--- src/rtl/parking_gate_ctrl_pkg.sv ---
// Shared encodings for the parking gate controller: FSM states and gate direction.
package parking_gate_ctrl_pkg;

    typedef enum logic [1:0] {
        ST_IDLE  = 2'd0,
        ST_OPEN  = 2'd1,
        ST_CLOSE = 2'd2
    } state_t;

    localparam logic DIR_IN  = 1'b1;
    localparam logic DIR_OUT = 1'b0;

endpackage

--- src/rtl/parking_gate_ctrl_gate_timer.sv ---
// Gate-open down-counter: load a start value, count down to zero, flag terminal count.
module gate_timer #(
    parameter int TMR_W = 26
) (
    input  logic             clk,
    input  logic             rst_n,
    input  logic             i_load,
    input  logic [TMR_W-1:0] i_load_val,
    input  logic             i_dec,
    output logic             o_done
);

    logic [TMR_W-1:0] r_timer;

    always_ff @(posedge clk or negedge rst_n) begin
        if (!rst_n) begin
            r_timer <= '0;
        end else if (i_load) begin
            r_timer <= i_load_val;
        end else if (i_dec && (r_timer != '0)) begin
            r_timer <= r_timer - 1'b1;
        end
    end

    assign o_done = (r_timer == '0);

endmodule

--- src/rtl/parking_gate_ctrl.sv ---
// Single-gate parking controller: round-robin entry/exit arbitration, timed gate
// opening and occupancy tracking.
//   state    | meaning
//   ST_IDLE  | gate closed, arbitrating pending requests
//   ST_OPEN  | gate held open for one car, timer counting down
//   ST_CLOSE | one closed cycle before the next grant
module parking_gate_ctrl
    import parking_gate_ctrl_pkg::*;
#(
    parameter int CAPACITY    = 9,
    parameter int CNT_W       = 4,
    parameter int GATE_CYCLES = 50000000,
    parameter int TMR_W       = 26
) (
    input  logic             clk,
    input  logic             rst_n,
    input  logic             entry_pulse,
    input  logic             exit_pulse,
    output logic [CNT_W-1:0] count,
    output logic             full,
    output logic             empty,
    output logic             gate_open,
    output logic             gate_dir,
    output logic             reject,
    output logic             busy
);

    localparam logic [CNT_W-1:0] CAP_VAL  = CNT_W'(CAPACITY);
    localparam logic [TMR_W-1:0] LOAD_VAL = TMR_W'(GATE_CYCLES - 1);

    state_t           r_state;
    state_t           w_next;
    logic             r_pend_in;
    logic             r_pend_out;
    logic             r_last_grant;
    logic             r_reject;
    logic [CNT_W-1:0] r_count;

    logic w_idle;
    logic w_full;
    logic w_empty;
    logic w_grant_in;
    logic w_grant_out;
    logic w_admit;
    logic w_refuse;
    logic w_tmr_done;

    assign w_idle  = (r_state == ST_IDLE);
    assign w_full  = (r_count == CAP_VAL);
    assign w_empty = (r_count == '0);

    // With both pending, the direction not served last wins.
    assign w_grant_in  = w_idle & r_pend_in & (~r_pend_out | (r_last_grant == DIR_OUT));
    assign w_grant_out = w_idle & r_pend_out & ~w_grant_in;
    assign w_admit     = (w_grant_in & ~w_full) | (w_grant_out & ~w_empty);
    assign w_refuse    = (w_grant_in & w_full) | (w_grant_out & w_empty);

    gate_timer #(
        .TMR_W (TMR_W)
    ) u_gate_timer (
        .clk        (clk),
        .rst_n      (rst_n),
        .i_load     (w_admit),
        .i_load_val (LOAD_VAL),
        .i_dec      (r_state == ST_OPEN),
        .o_done     (w_tmr_done)
    );

    always_ff @(posedge clk or negedge rst_n) begin
        if (!rst_n) begin
            r_state <= ST_IDLE;
        end else begin
            r_state <= w_next;
        end
    end

    always_comb begin
        w_next = r_state;
        case (r_state)
            ST_IDLE:  if (w_admit) w_next = ST_OPEN;
            ST_OPEN:  if (w_tmr_done) w_next = ST_CLOSE;
            ST_CLOSE: w_next = ST_IDLE;
            default:  w_next = ST_IDLE;
        endcase
    end

    // A pulse in the grant cycle re-sets its flag, so it is not lost.
    always_ff @(posedge clk or negedge rst_n) begin
        if (!rst_n) begin
            r_pend_in    <= 1'b0;
            r_pend_out   <= 1'b0;
            r_last_grant <= DIR_OUT;
            r_reject     <= 1'b0;
            r_count      <= '0;
        end else begin
            r_pend_in  <= (r_pend_in & ~w_grant_in) | entry_pulse;
            r_pend_out <= (r_pend_out & ~w_grant_out) | exit_pulse;
            r_reject   <= w_refuse;
            if (w_grant_in && !w_full) begin
                r_count <= r_count + 1'b1;
            end else if (w_grant_out && !w_empty) begin
                r_count <= r_count - 1'b1;
            end
            if (w_admit) begin
                r_last_grant <= w_grant_in ? DIR_IN : DIR_OUT;
            end
        end
    end

    always_comb begin
        gate_open = (r_state == ST_OPEN);
        busy      = (r_state != ST_IDLE) | r_pend_in | r_pend_out;
    end

    assign count    = r_count;
    assign full     = w_full;
    assign empty    = w_empty;
    assign gate_dir = r_last_grant;
    assign reject   = r_reject;

endmodule

--- config.mk ---
export PLATFORM = sky130hd
export DESIGN_NAME = parking_gate_ctrl
export DESIGN_NICKNAME = d
export VERILOG_FILES = /design/src/rtl/parking_gate_ctrl_pkg.sv /design/src/rtl/parking_gate_ctrl_gate_timer.sv /design/src/rtl/parking_gate_ctrl.sv
export SDC_FILE = /design/constraint.sdc
export NUM_CORES = 1
export LEC_CHECK = 0
export ABC_AREA = 1
export CAP_MARGIN = 5
export CORE_MARGIN = 2
export CORE_UTILIZATION = 35
export DETAILED_ROUTE_END_ITERATION = 8
export HOLD_SLACK_MARGIN = 0.15
export PLACE_DENSITY = 0.62
export SYNTH_ARGS = -nofsm -noshare
export SYNTH_HDL_FRONTEND = slang
export SYNTH_HIERARCHICAL = 1
export SYNTH_SLANG_ARGS = --single-unit
--- constraint.sdc ---
create_clock -name clk -period 5.1 [get_ports clk]
set_input_delay 0.765 -clock clk [delete_from_list [all_inputs] [get_ports clk]]
set_output_delay 0.765 -clock clk [all_outputs]
set_load 0.01 [all_outputs]
== Word-level counts from Yosys, hierarchy flattened ==
Cells that the tools add are included.

* Add/sub/neg operators: 3
* $mul: 0
* Divide/modulo/power cells: 0
* $lt $le $gt $ge: 0
* Eq/ne operators: 4
* Shift-type cells: 0
* Multiplexer cells: 8
* Bitwise gates (word level): 23
* Reduce and logical (&&, ||, !) cells: 13

{| class="wikitable"
|+ Operators with widths
! operator !! count
|-
| $mux 26 || 2
|-
| $logic_not 26->1 || 1
|-
| $reduce_bool 26->1 || 1
|-
| $sub 26x1->26 const B || 1
|-
| $and 1x1->1 || 10
|-
| $mux 4 || 2
|-
| $or 1x1->1 || 7
|-
| $not 1->1 || 6
|-
| $reduce_bool 2->1 || 3
|-
| $add 4x1->4 const B || 1
|-
| $eq 4x4->1 const B || 1
|-
| $logic_not 4->1 || 1
|-
| $mux 2 || 2
|-
| $pmux 2 s2 || 1
|-
| $sub 4x1->4 const B || 1
|-
| $logic_and 1x1->1 || 3
|-
| $eq 2x1->1 const B || 1
|-
| $logic_not 1->1 || 2
|-
| $logic_not 2->1 || 1
|-
| $ne 2x1->1 const B || 1
|-
| $ne 2x2->1 const B || 1
|-
| $reduce_and 2->1 || 1
|-
| $mux 1 || 1
|}

* Bits in registers: 36
* Bits in latches: 0
* Bits in writable memories: 0
* Memory bits (read-only): 0
* Input bits: 4
* Output and inout bits: 10
* Logic and storage cells: 58
* Memories: 0

== Longest topological paths before layout ==
* Depth in word-level cells: 9
* Gate-level depth with buffers: 13
* Depth with buffers taken out: 13

== Modules after synthesis ==
The synthesis kept the hierarchy.

{| class="wikitable"
|+ Modules (own cells, without submodules)
! module !! instances !! cells each !! area each (sq um) !! seq. area each (sq um)
|-
| gate_timer || 1 || 332 || 2,079.5 || 650.6
|-
| parking_gate_ctrl || 1 || 70 || 603.1 || 250.2
|}

== Least setup slack after synthesis ==
Ideal clock, no wire load.

* Kind: register to register
* Start point: reg r_count[1], in the netlist count[1]
* End point: reg u_gate_timer.r_timer[22]
* Setup time: 69 ps
* Arrival: 1,980 ps
* Data required time: 5,031 ps
* Path slack: 3,051 ps
* Stages on the path, launching flop included: 11
* Buffers on the path: 3
* Clock period less this slack: 2,049 ps
* Cells stage by stage: dfrtp_1 -> nor2_1 -> nand3_1 -> nand2_4 -> nand2_4 -> clkbuf_1 -> inv_1 -> buf_1 -> buf_1 -> nand3_1 -> nand3_1

* Word-level cells in the longest chain between the ends: 5
* Elaborated cells on any way between the ends: 9
* Classes of those cells: eq/ne (1); mux (1); bitwise (5); reduce/logical (2)

{| class="wikitable"
|+ RTL lines
! element !! RTL line !! text
|-
| from (decl) || parking_gate_ctrl.sv:37 || <nowiki>logic [CNT_W-1:0] r_count;</nowiki>
|-
| from (signal assigned) || parking_gate_ctrl.sv:100 || <nowiki>r_count <= r_count + 1'b1;</nowiki>
|-
| from (signal assigned) || parking_gate_ctrl.sv:102 || <nowiki>r_count <= r_count - 1'b1;</nowiki>
|-
| $eq 4x4->1 or $logic_not 4->1 (tied branches) || parking_gate_ctrl.sv:49, parking_gate_ctrl.sv:50 ||
|-
| $not 1->1 || parking_gate_ctrl.sv:55 || <nowiki>assign w_admit = (w_grant_in & ~w_full) | (w_grant_out & ~w_empty);</nowiki>
|-
| $and 1x1->1 || parking_gate_ctrl.sv:55 ||
|-
| $or 1x1->1 (*) || parking_gate_ctrl.sv:55 ||
|-
| named net w_admit || parking_gate_ctrl.sv:44 || <nowiki>logic w_admit;</nowiki>
|-
| $mux 26 or $reduce_bool 2->1 (tied branches) || - ||
|-
| to (signal assigned) || parking_gate_ctrl_gate_timer.sv:19 || <nowiki>r_timer <= i_load_val;</nowiki>
|-
| to (signal assigned) || parking_gate_ctrl_gate_timer.sv:21 || <nowiki>r_timer <= r_timer - 1'b1;</nowiki>
|-
| to (decl) || parking_gate_ctrl_gate_timer.sv:13 || <nowiki>logic [TMR_W-1:0] r_timer;</nowiki>
|}

Mark *: on every way through the listed nets, which the timed path passes. The rest lies on a longest branch.
A chain may end at the register's enable or synchronous reset.

== Final worst setup path ==
* Start point: reg r_count[1], in the netlist count[1]
* End point: out full

* Word-level cells in the longest chain between the ends: 1

{| class="wikitable"
|+ RTL lines
! element !! RTL line !! text
|-
| $eq 4x4->1 || parking_gate_ctrl.sv:49 || <nowiki>assign w_full = (r_count == CAP_VAL);</nowiki>
|-
| to (decl) || parking_gate_ctrl.sv:20 || <nowiki>output logic full,</nowiki>
|}

Every way passes these cells.

==> results_dict.tcl <==
set metrics [dict create \
    status "completed" \
    slew_violations 0 \
    yosys.cell_types.count 30 \
    leakagePower_uw 0.00164 \
    yosysSeqAreaShare_pct 33.6 \
    critPathKind "reg -> out" \
    rrSetupSlack_ps 2800 \
    dr.pass1.iters 4 \
    die_x_um 91.5 \
    hold_buffers 0 \
    final_util_pct 42.1 \
    cts_tree "done" \
    ctsResizeCount 0 \
    via_per_inst 4.53 \
    grt_antenna_before_repair 0 \
    finalWorstSetupSlack_ps 2620 \
    die-area_um2 8380 \
    seq_power_share_pct 44.1 \
    synth-compound-area-share_pct 6.58 \
    worstPathCellList "nor2_1 -> nand3_1 -> inv_1 -> clkdlybuf4s50_1" \
    totalNegativeSetupSlack_ps 0 \
    min_path_cells 1 \
    grt_usage_pct 15.2 \
    max_stage_delay_ps 540 \
    critPathMaxFanout 5 \
    dp_hpwl_mm 4.08 \
    r2r_end "u_gate_timer/r_timer[12]$_DFFE_PN0P_" \
    ant_nets 0 \
    avgRoutedWirePerCell_um 10.6 \
    maxCapViolCount 0 \
    stdcell_count 537 \
    drtIter0Drc 103 \
    synth_cells 402 \
    cts_buffers 5 \
    root_buffer "clkbuf_8" \
    die_h_um 91.5 \
    max_slew_margin_pct 28.9 \
    synth_fa_ha_area_share_pct 2.15 \
    layout_min_cycle_time_ps 2480 \
    gp_congestion 0.786 \
    cts_sinks 36 \
    yosys.area_share.simple_pct 47.5 \
    end_kind "output port" \
    switchingPower_uw 318 \
    rsz0062_at_grt "false" \
    synthArstFlopShare_pct 100 \
    fmax_ghz 0.404 \
    grt_overflow 0 \
    critPathBufInv 2 \
    ys_ff_latch 36 \
    peakVddDrop_uv 176 \
    wl_mm 5.70 \
    power.density_nw_per_um2 288 \
    io_buffers 13 \
    holdPathEnd "r_state[1]$_DFFE_PN0P_" \
    r2r-start "count[1]$_DFFE_PN0P_" \
    htree_levels 2 \
    ios 14 \
    arrival_ps 1710 \
    post-cts-setup-buffers 0 \
    setup_viol 0 \
    finClkSkew_ps 4.92 \
    hold_violations 0 \
    grt_max_degree 37 \
    crit_required_ps 4340 \
    hp-start "r_state[1]$_DFFE_PN0P_" \
    p_int_uw 569 \
    core-area_um2 7330 \
    grt_pass1_vias 2426 \
    drc 0 \
    cpLargestDelayFamily "buffers and inverters" \
    fin_hold_ws_ps 510 \
    grt_pass1_wl_mm 10.6 \
    period_share_pct 48.6 \
    hp-class "reg -> reg" \
    synth_xor_area_share_pct 1.96 \
    clock_path_buffers 2 \
    r2r_cells 10 \
    ys.flop_type "dfrtp_1" \
    start_util_pct 36.6 \
    combinationalPowerShare_pct 27.3 \
    dp_cells 529 \
    switching_share_pct 35.9 \
    drive_above_1_share_pct 10.0 \
    cpMaxStageDelayCell "clkdlybuf4s50_1" \
    synth_warnings 6 \
    clkTransAtPathRegs_ps 80 \
    layout.nets 445 \
    start_kind "flip-flop" \
    syn_avg_cell_area_um2 6.67 \
    clkPwrFrac_pct 28.6 \
    clk_latency_ps 290 \
    synthMuxAreaShare_pct 0 \
    rows 31 \
    dr_total_vias 2432 \
    synth_edf_count 0 \
    antenna_cells 0 \
    synth.cell_area_um2 2680 \
    pre_cts_ws_ps 2830 \
    worstMarginPinSlew_ps 1060 \
    area_growth_pct 15.0 \
    synth_top_family_by_area "simple AND/OR/NAND/NOR gates" \
]
## per-stage QoR
stage | total power, µW | area (µm²)
floorplan | 586 | 2770
global route | 966 | 3080
detailed placement | 639 | 2970
CTS | 899 | 3080
global placement | 635 | 2970
finish | 887 | 3080
## cells by family (layout without fill, tap and decap cells)
| group | Yosys count | count (layout) |
|---|---|---|
| simple gates | 278 | 278 |
| buf+inv | 52 | 64 |
| flops | 36 | 36 |
| compound gates | 24 | 24 |
| xor+xnor | 6 | 6 |
| fa+ha+maj | 4 | 4 |
| other cells | 2 | 26 |
## cells in the final DEF (no fill, tap or decap), drive strengths merged
cell / Yosys / final
a22o: 1 / 1
clkinvlp: 0 / 1
nor3: 1 / 1
dfrtp: 36 / 36
a21o: 1 / 1
nand3: 56 / 56
xor2: 5 / 5
nand4: 9 / 9
o21ai: 16 / 16
clkinv: 0 / 1
nor2: 56 / 56
fa: 1 / 1
bufinv: 0 / 1
clkbuf: 5 / 5
ha: 3 / 3
inv: 42 / 42
conb: 2 / 26
buf: 5 / 2
clkdlybuf4s50: 0 / 12
o21bai: 2 / 2
xnor2: 1 / 1
nand2: 155 / 155
a21oi: 4 / 4
nand3b: 1 / 1
## routing by layer
layer | track usage (%) | share of wire, %
met1 | 19.1 | 50
met4 | 5.68 | 1.5
met3 | 2.66 | 2.6
met2 | 26.0 | 46
met5 | 0 | 0
## worst max-delay path by stage
stage	startpoint	end	slack (ps)	depth (start not counted)
after global placement	count[1]$_DFFE_PN0P_	u_gate_timer/r_timer[12]$_DFFE_PN0P_	2900	10
after detailed placement	count[1]$_DFFE_PN0P_	u_gate_timer/r_timer[12]$_DFFE_PN0P_	2830	10
final	count[1]$_DFFE_PN0P_	full	2620	4
after global routing	u_gate_timer/r_timer[3]$_DFFE_PN0P_	u_gate_timer/r_timer[25]$_DFFE_PN0P_	2460	8
after CTS	count[1]$_DFFE_PN0P_	full	2590	4
after floorplan	count[1]$_DFFE_PN0P_	u_gate_timer/r_timer[22]$_DFFE_PN0P_	3050	10
## state kept, by name (all words and copies together) (netlist names)
signal	flops
u_gate_timer/r_timer	26
r_pend_out	1
r_state	2
r_pend_in	1
reject	1
count	4
gate_dir	1
## power by group through the flow
stage | registers (µW) | clock network (µW) | logic (µW)
3_3_place_gp | 397 | 0 | 239
2_1_floorplan | 381 | 0 | 205
6_report | 391 | 254 | 242
5_1_grt | 400 | 277 | 289
4_1_cts | 391 | 263 | 245
3_5_place_dp | 396 | 0 | 243
## Yosys cell counts (3+ instances only)
master,n,area [µm²]
nand2_1,143,537
nand3_1,56,280
nor2_1,46,173
inv_1,40,150
dfrtp_1,36,901
nand4_1,9,56.3
o21ai_2,9,78.8
nand2_2,7,43.8
o21ai_0,6,30.0
clkbuf_1,5,18.8
nand2_4,5,56.3
nor2_4,5,56.3
xor2_1,5,43.8
a21oi_1,4,20.0
ha_1,3,37.5
nor2_2,3,18.8
## cell type report
class                   count  area, µm²
well taps                  99        124
flip-flops and latches     36        901
fillers                   778       4250
clock inverters             3       42.5
multi-input cells         338       1660
clock buffers               5       68.8
repair buffers             14        133
inverters                  42        158
(Power assumes the default switching activity.)
